$ cat src/rtl/pipe_adder_if.sv
// pipe_adder_if
// Groups the operand/result handshake of pipe_adder into one bundle.
//   in_valid/in_ready   : operand handshake (master -> slave)
//   a, b, cin, sub      : operands, carry/borrow-in, mode (0 add, 1 sub)
//   out_valid/out_ready : result handshake (slave -> master)
//   sum, cout, ovf      : result, raw carry out of the adder, signed overflow
// The master modport is the side that supplies operands and consumes results;
// the slave modport is the adder itself.
interface pipe_adder_if #(
  parameter int WIDTH = 16
);
  logic             in_valid;
  logic             in_ready;
  logic [WIDTH-1:0] a;
  logic [WIDTH-1:0] b;
  logic             cin;
  logic             sub;
  logic             out_valid;
  logic             out_ready;
  logic [WIDTH-1:0] sum;
  logic             cout;
  logic             ovf;

  modport master (
    output in_valid, a, b, cin, sub, out_ready,
    input  in_ready, out_valid, sum, cout, ovf
  );

  modport slave (
    input  in_valid, a, b, cin, sub, out_ready,
    output in_ready, out_valid, sum, cout, ovf
  );
endinterface

$ cat src/rtl/pipe_adder.sv
// pipe_adder
// Pipelined two's-complement adder/subtractor. The carry chain is cut into
// STAGES = WIDTH/CHUNK chunks; stage k adds bits [k*CHUNK +: CHUNK] using the
// registered carry of stage k-1. Unconsumed operand bits ride along in skew
// registers that shrink by CHUNK bits per stage, finished low sum bits grow by
// CHUNK bits per stage. The whole pipe shifts together (no bubble squeezing).
// Ports:
//   clk   : rising-edge clock
//   rst_n : asynchronous active-low reset (clears stage valid bits only)
//   bus   : pipe_adder_if.slave (operand and result handshakes, see interface)
// Result data registers are not reset; sum/cout/ovf are forced to zero while
// out_valid is low so the outputs read zero during and after reset.
module pipe_adder #(
  parameter int WIDTH = 16,
  parameter int CHUNK = 4
) (
  input  logic         clk,
  input  logic         rst_n,
  pipe_adder_if.slave  bus
);

  localparam int STAGES = WIDTH / CHUNK;

  logic             advance;
  logic [WIDTH-1:0] b_eff;
  logic             cin_eff;

  // One chunk of the ripple: {carry_out, sum_chunk}.
  function automatic logic [CHUNK:0] add_chunk(
    input logic [CHUNK-1:0] x,
    input logic [CHUNK-1:0] y,
    input logic             ci
  );
    return {1'b0, x} + {1'b0, y} + {{CHUNK{1'b0}}, ci};
  endfunction

  // Signed overflow: operands agree in sign, result does not.
  function automatic logic signed_ovf(
    input logic sa,
    input logic sb,
    input logic ss
  );
    return (sa == sb) && (ss != sa);
  endfunction

  // Subtraction is A + ~B + !borrow_in, so fold the mode into B and cin
  // before the first stage; later stages never see sub.
  assign b_eff   = bus.sub ? ~bus.b : bus.b;
  assign cin_eff = bus.sub ? ~bus.cin : bus.cin;

  // The pipe moves only when the output slot is empty or being drained.
  assign advance      = !bus.out_valid || bus.out_ready;
  assign bus.in_ready = advance;

  genvar k;
  generate
    for (k = 0; k < STAGES; k++) begin : g_stg
      localparam int IN_W   = WIDTH - k * CHUNK;   // operand bits still pending
      localparam int REM_W  = IN_W - CHUNK;        // left over after this chunk
      localparam int DONE_W = (k + 1) * CHUNK;     // sum bits finished here

      logic [IN_W-1:0]   op_a;
      logic [IN_W-1:0]   op_b;
      logic              c_in;
      logic              v_in;
      logic              sa_in;
      logic              sb_in;
      logic [CHUNK:0]    add_w;
      logic [DONE_W-1:0] done_nxt;

      logic              vld_p;
      logic              c_p;
      logic              sa_p;
      logic              sb_p;
      logic [DONE_W-1:0] sum_p;

      if (k == 0) begin : g_src
        assign op_a     = bus.a;
        assign op_b     = b_eff;
        assign c_in     = cin_eff;
        assign v_in     = bus.in_valid;
        assign sa_in    = bus.a[WIDTH-1];
        assign sb_in    = b_eff[WIDTH-1];
        assign done_nxt = add_w[CHUNK-1:0];
      end else begin : g_src
        assign op_a     = g_stg[k-1].g_skew.a_p;
        assign op_b     = g_stg[k-1].g_skew.b_p;
        assign c_in     = g_stg[k-1].c_p;
        assign v_in     = g_stg[k-1].vld_p;
        assign sa_in    = g_stg[k-1].sa_p;
        assign sb_in    = g_stg[k-1].sb_p;
        assign done_nxt = {add_w[CHUNK-1:0], g_stg[k-1].sum_p};
      end

      assign add_w = add_chunk(op_a[CHUNK-1:0], op_b[CHUNK-1:0], c_in);

      // ---- stage k register boundary ----
      always_ff @(posedge clk or negedge rst_n) begin
        if (!rst_n) begin
          vld_p <= 1'b0;
        end else if (advance) begin
          vld_p <= v_in;
        end
      end

      always_ff @(posedge clk) begin
        if (advance && v_in) begin
          sum_p <= done_nxt;
          c_p   <= add_w[CHUNK];
          sa_p  <= sa_in;
          sb_p  <= sb_in;
        end
      end

      if (REM_W > 0) begin : g_skew
        logic [REM_W-1:0] a_p;
        logic [REM_W-1:0] b_p;

        always_ff @(posedge clk) begin
          if (advance && v_in) begin
            a_p <= op_a[IN_W-1:CHUNK];
            b_p <= op_b[IN_W-1:CHUNK];
          end
        end
      end
    end
  endgenerate

  assign bus.out_valid = g_stg[STAGES-1].vld_p;
  assign bus.sum       = bus.out_valid ? g_stg[STAGES-1].sum_p : '0;
  assign bus.cout      = bus.out_valid && g_stg[STAGES-1].c_p;
  assign bus.ovf       = bus.out_valid &&
                         signed_ovf(g_stg[STAGES-1].sa_p, g_stg[STAGES-1].sb_p,
                                    g_stg[STAGES-1].sum_p[WIDTH-1]);

endmodule

$ cat src/flat_wrapper.sv
// flat-port wrapper written by rule: the top's interface ports become plain ports
module pipe_adder_flat 
#(
  parameter int WIDTH = 16,
  parameter int CHUNK = 4
)
  (clk, rst_n, bus_in_valid, bus_a, bus_b, bus_cin, bus_sub, bus_out_ready, bus_in_ready, bus_out_valid, bus_sum, bus_cout, bus_ovf);
  pipe_adder_if #(.WIDTH(WIDTH)) bus_i ();
  input  logic clk;
  input  logic rst_n;
  input wire logic [$bits(bus_i.in_valid)-1:0] bus_in_valid;
  input wire logic [$bits(bus_i.a)-1:0] bus_a;
  input wire logic [$bits(bus_i.b)-1:0] bus_b;
  input wire logic [$bits(bus_i.cin)-1:0] bus_cin;
  input wire logic [$bits(bus_i.sub)-1:0] bus_sub;
  input wire logic [$bits(bus_i.out_ready)-1:0] bus_out_ready;
  output wire logic [$bits(bus_i.in_ready)-1:0] bus_in_ready;
  output wire logic [$bits(bus_i.out_valid)-1:0] bus_out_valid;
  output wire logic [$bits(bus_i.sum)-1:0] bus_sum;
  output wire logic [$bits(bus_i.cout)-1:0] bus_cout;
  output wire logic [$bits(bus_i.ovf)-1:0] bus_ovf;
  assign bus_i.in_valid = bus_in_valid;
  assign bus_i.a = bus_a;
  assign bus_i.b = bus_b;
  assign bus_i.cin = bus_cin;
  assign bus_i.sub = bus_sub;
  assign bus_i.out_ready = bus_out_ready;
  assign bus_in_ready = bus_i.in_ready;
  assign bus_out_valid = bus_i.out_valid;
  assign bus_sum = bus_i.sum;
  assign bus_cout = bus_i.cout;
  assign bus_ovf = bus_i.ovf;
  pipe_adder #(.WIDTH(WIDTH), .CHUNK(CHUNK)) u_core (.clk(clk), .rst_n(rst_n), .bus(bus_i));
endmodule
$ cat config.mk
export PLATFORM = sky130hd
export DESIGN_NAME = pipe_adder_flat
export DESIGN_NICKNAME = d
export VERILOG_FILES = /design/src/rtl/pipe_adder_if.sv /design/src/rtl/pipe_adder.sv /design/src/flat_wrapper.sv
export SDC_FILE = /design/constraint.sdc
export NUM_CORES = 1
export LEC_CHECK = 0
export BUFFER_PORTS_ARGS = -buffer_cell sky130_fd_sc_hd__buf_2
export CAP_MARGIN = 20
export CORE_UTILIZATION = 45
export DETAILED_ROUTE_END_ITERATION = 8
export PLACE_DENSITY = 0.7
export SLEW_MARGIN = 20
export SYNTH_ARGS = -nofsm -noshare
export SYNTH_HDL_FRONTEND = slang
export SYNTH_SLANG_ARGS = --single-unit
export TNS_END_PERCENT = 30
$ cat constraint.sdc
create_clock -name clk -period 2.1 [get_ports clk]
set_input_delay 0.105 -clock clk [delete_from_list [all_inputs] [get_ports clk]]
set_output_delay 0.105 -clock clk [all_outputs]
set_load 0.02 [all_outputs]
==> results.yml <==
run_status:
  status: "completed"
synth:
  synth_nets: 263
  synth_adder_area_share: 0.08003
  synthSimpleGateAreaFrac: 0.05389
  synth_top_family_by_area: "adder cells"
  synth_compound_area_frac: 0.02581
  muxShareOfSynthArea: 0.01162
  synth-seq-area-share: 0.7538
  synth-xor-area-share: 0.05647
  ys_types: 24
  yosys_warnings: 0
  netlist_area_mm2: 0.003877
  ys_seq_elements: 98
  syn_area_per_cell_um2: 18.91
  syn_inst: 205
grt:
  grt.total_usage: 0.1104
  antenna_found_initial: 0
  grt_pass1_wl_um: 7231
  grt_use_met1: 0.1362
  overflow: 0
  grt_max_degree: 30
  met2_usage: 0.1721
  busiest_layer: "met2"
  grt_pass1_vias: 1634
  grt_util_met3: 0.02415
worst_setup_path:
  critPathLaunchType: "register"
  cp-end-kind: "register"
  critPathMaxStageDelay_ns: 0.48
  crit_required_ns: 2.20
  crit_chain: "fa_1 -> fa_1 -> a21o_1 -> a21o_1"
  rrSetupSlack_ns: 0.19
  r2r-start: "u_core.g_stg[0].g_skew.b_p[0]"
  crit_type: "register to register"
  path_max_fanout: 2
  crit_arrival_ns: 2.01
  worstReg2RegEnd: "u_core.g_stg[1].c_p"
  r2r_cells: 4
  slowest_stage: "fa_1"
  critPathLaunch: "u_core.g_stg[0].g_skew.b_p[0]"
min_path:
  worstHoldPathType: "input pin to register"
  hold_end: "u_core.g_stg[0].g_skew.b_p[11]"
  worstHoldStart: "bus_b[15]"
  whs_path_depth: 2
cts:
  cts_max_level: 3
  clk_latency_ns: 0.34
  cts_setup_buffers: 0
  cts-root-buf: "clkbuf_8"
  clock_sinks: 98
  cts_buffers: 9
  cts_resized: 0
  ctsLongestPathBuffers: 2
  cts.clk_slew.worst_paths_ns: 0.08
  cts_tree: "yes"
floorplan:
  die_h_um: 94.83
  coreArea_mm2: 0.008258
  start_util: 0.4695
  row_count: 33
  ioPinCount: 58
  dieArea_mm2: 0.008992
  die_w_um: 94.83
drt:
  vias: 1719
  ant_nets: 0
  avgRoutedWirePerCell_um: 11.31
  drt_iter0_markers: 57
  drc: 0
  via_per_inst: 4.352
  firstDrtPassIters: 4
  totalWireLength_um: 4467
final_layout:
  final_nets: 343
  fin_area_mm2: 0.004628
  final_layout_size_suffix_gt1_frac: 0.3069
  antenna_cells: 0
  area_growth_pct: 19.36
  nFillCells: 663
timing:
  finalWorstSetupSlack_ns: 0.1910
  slew_headroom: 0.5781
  finalHoldViolations: 0
  min_period_ns: 1.909
  maxSlewViolCount: 0
  rsz0062_at_grt: "false"
  period_share: 0.9091
  skew_ns: 0.005643
  fmax_ghz: 0.5238
  tightest_slew_ns: 0.6329
  setup_viol: 0
  setup_tns_ns: 0
pwr:
  ir_drop_mv: 0.4179
  power_density_mw_per_mm2: 1232
  total_power_mw: 5.702
  power_leakage_nw: 1.829
flow_run:
  maxCapViolCount: 0
placement:
  numPortBuffers: 57
  place_congestion: 0.7320
  post_dp_cell_area_mm2: 0.004279
  pre_cts_slack_ns: 0.2085
  dp_hpwl_um: 3212
state kept, by name, indices dropped and copies added, names as in the netlist:
signal	count
u_core.g_stg.sb_p	1
u_core.g_stg.g_skew.a_p	24
u_core.g_stg.sa_p	1
u_core.g_stg.g_skew.b_p	24
u_core.g_stg.sum_p	40
u_core.g_stg.c_p	4
u_core.bus.out_valid	1
u_core.g_stg.vld_p	3
layout by cell type, fill, tap and decap left out:
| cell type | count |
|---|---|
| buf_2 | 57 |
| bufinv_16 | 2 |
| a21boi_0 | 1 |
| xnor2_1 | 6 |
| clkinvlp_4 | 1 |
| dlygate4sd3_1 | 14 |
| clkinv_1 | 1 |
| nand2b_1 | 2 |
| or3b_1 | 1 |
| mux2_4 | 3 |
| dfrtp_1 | 4 |
| fa_1 | 8 |
| a21oi_1 | 3 |
| clkbuf_8 | 9 |
| a221oi_2 | 1 |
| clkinv_2 | 2 |
| edfxtp_1 | 94 |
| clkbuf_1 | 1 |
| and2_1 | 10 |
| inv_1 | 11 |
| xor2_1 | 19 |
| nand3b_1 | 1 |
| buf_4 | 2 |
| and2_2 | 11 |
| a21o_1 | 7 |
| nor2b_1 | 3 |
| nand2b_2 | 1 |
| ha_1 | 12 |
| o21ai_0 | 2 |
| or2b_1 | 1 |
power breakdown:
part | leakage, nW | switching (mW) | internal (mW)
clock network | 0.104 | 0.579 | 0.663
registers | 0.941 | 0.150 | 2.90
logic | 0.785 | 0.820 | 0.587
total | 1.83 | 1.55 | 4.15
cells in the mapped netlist:
| cell type | count | area share |
|---|---|---|
| buf_6 | 1 | 0.0029 |
| or3b_1 | 1 | 0.0023 |
| o21ai_0 | 2 | 0.0026 |
| xnor2_1 | 6 | 0.014 |
| edfxtp_1 | 94 | 0.73 |
| nand2b_1 | 2 | 0.0032 |
| xor2_1 | 19 | 0.043 |
| clkbuf_1 | 1 | 0.00097 |
| a221oi_2 | 1 | 0.0039 |
| nand2b_2 | 1 | 0.0023 |
| a21o_1 | 7 | 0.014 |
| dfrtp_1 | 4 | 0.026 |
| nor2b_1 | 3 | 0.0048 |
| and2_1 | 10 | 0.016 |
| a21boi_0 | 1 | 0.0019 |
| fa_1 | 8 | 0.041 |
| a21oi_1 | 3 | 0.0039 |
| or2b_1 | 1 | 0.0019 |
| nand3b_1 | 1 | 0.0019 |
| and2_2 | 11 | 0.021 |
| mux2_4 | 3 | 0.012 |
| inv_1 | 11 | 0.011 |
| buf_4 | 2 | 0.0039 |
| ha_1 | 12 | 0.039 |
worst max-delay path: cells and delay by family (launching register included):
family | cells | cell delay, ns
fa+ha+maj | 2 | 0.89
compound gates | 2 | 0.36
flops | 1 | 0.41
kinds of logic after synthesis:
group / after synthesis
AOI/OAI and AO/OA: 14
adders and majority gates: 20
and+or+nand+nor: 30
muxes: 3
xor gates and xnor gates: 25
DFF: 98
buffers and inverters: 15
stage by stage:
stage               instances  utilization  hold WS, ns
global placement          365       0.5182     -0.08666
detailed placement        365       0.5182     -0.08650
floorplan                 205            -      -0.1906
global route              395       0.5605      0.02993
CTS                       395       0.5605      0.03614
finish                    395       0.5605      0.05415
worst max-delay path by stage:
stage,endpoint,slack [ns],cells past startpoint
after floorplan,u_core.g_stg[0].c_p,0.07,7
after global placement,u_core.g_stg[0].c_p,0.23,6
after detailed placement,u_core.g_stg[1].c_p,0.21,4
after CTS,u_core.g_stg[1].c_p,0.19,4
after global routing,u_core.g_stg[1].c_p,0.15,4
final,u_core.g_stg[1].c_p,0.19,4
timing repair:
item,in CTS,in global routing
endpoints found under the hold margin,17,0
hold buffers,14,0
endpoints found under the setup margin,0,0
per-layer routing:
layer  part of all wire  routed length (um)
met1               0.46                2046
met2               0.48                2127
met4              0.019                  85
met3              0.047                 208
met5                  0                   0
cell type report:
class                      count  area (um2)  share of cell area
tap                          105       131.4             0.02839
inverter                      11       41.29            0.008921
clock buffer                  10       127.6             0.02757
multi-input combinational     92       883.3              0.1909
timing repair buffer          73       440.4             0.09516
sequential                    98        2923              0.6315
clock inverter                 6       81.33             0.01757
No activity file was read; power rests on OpenSTA's default activity.
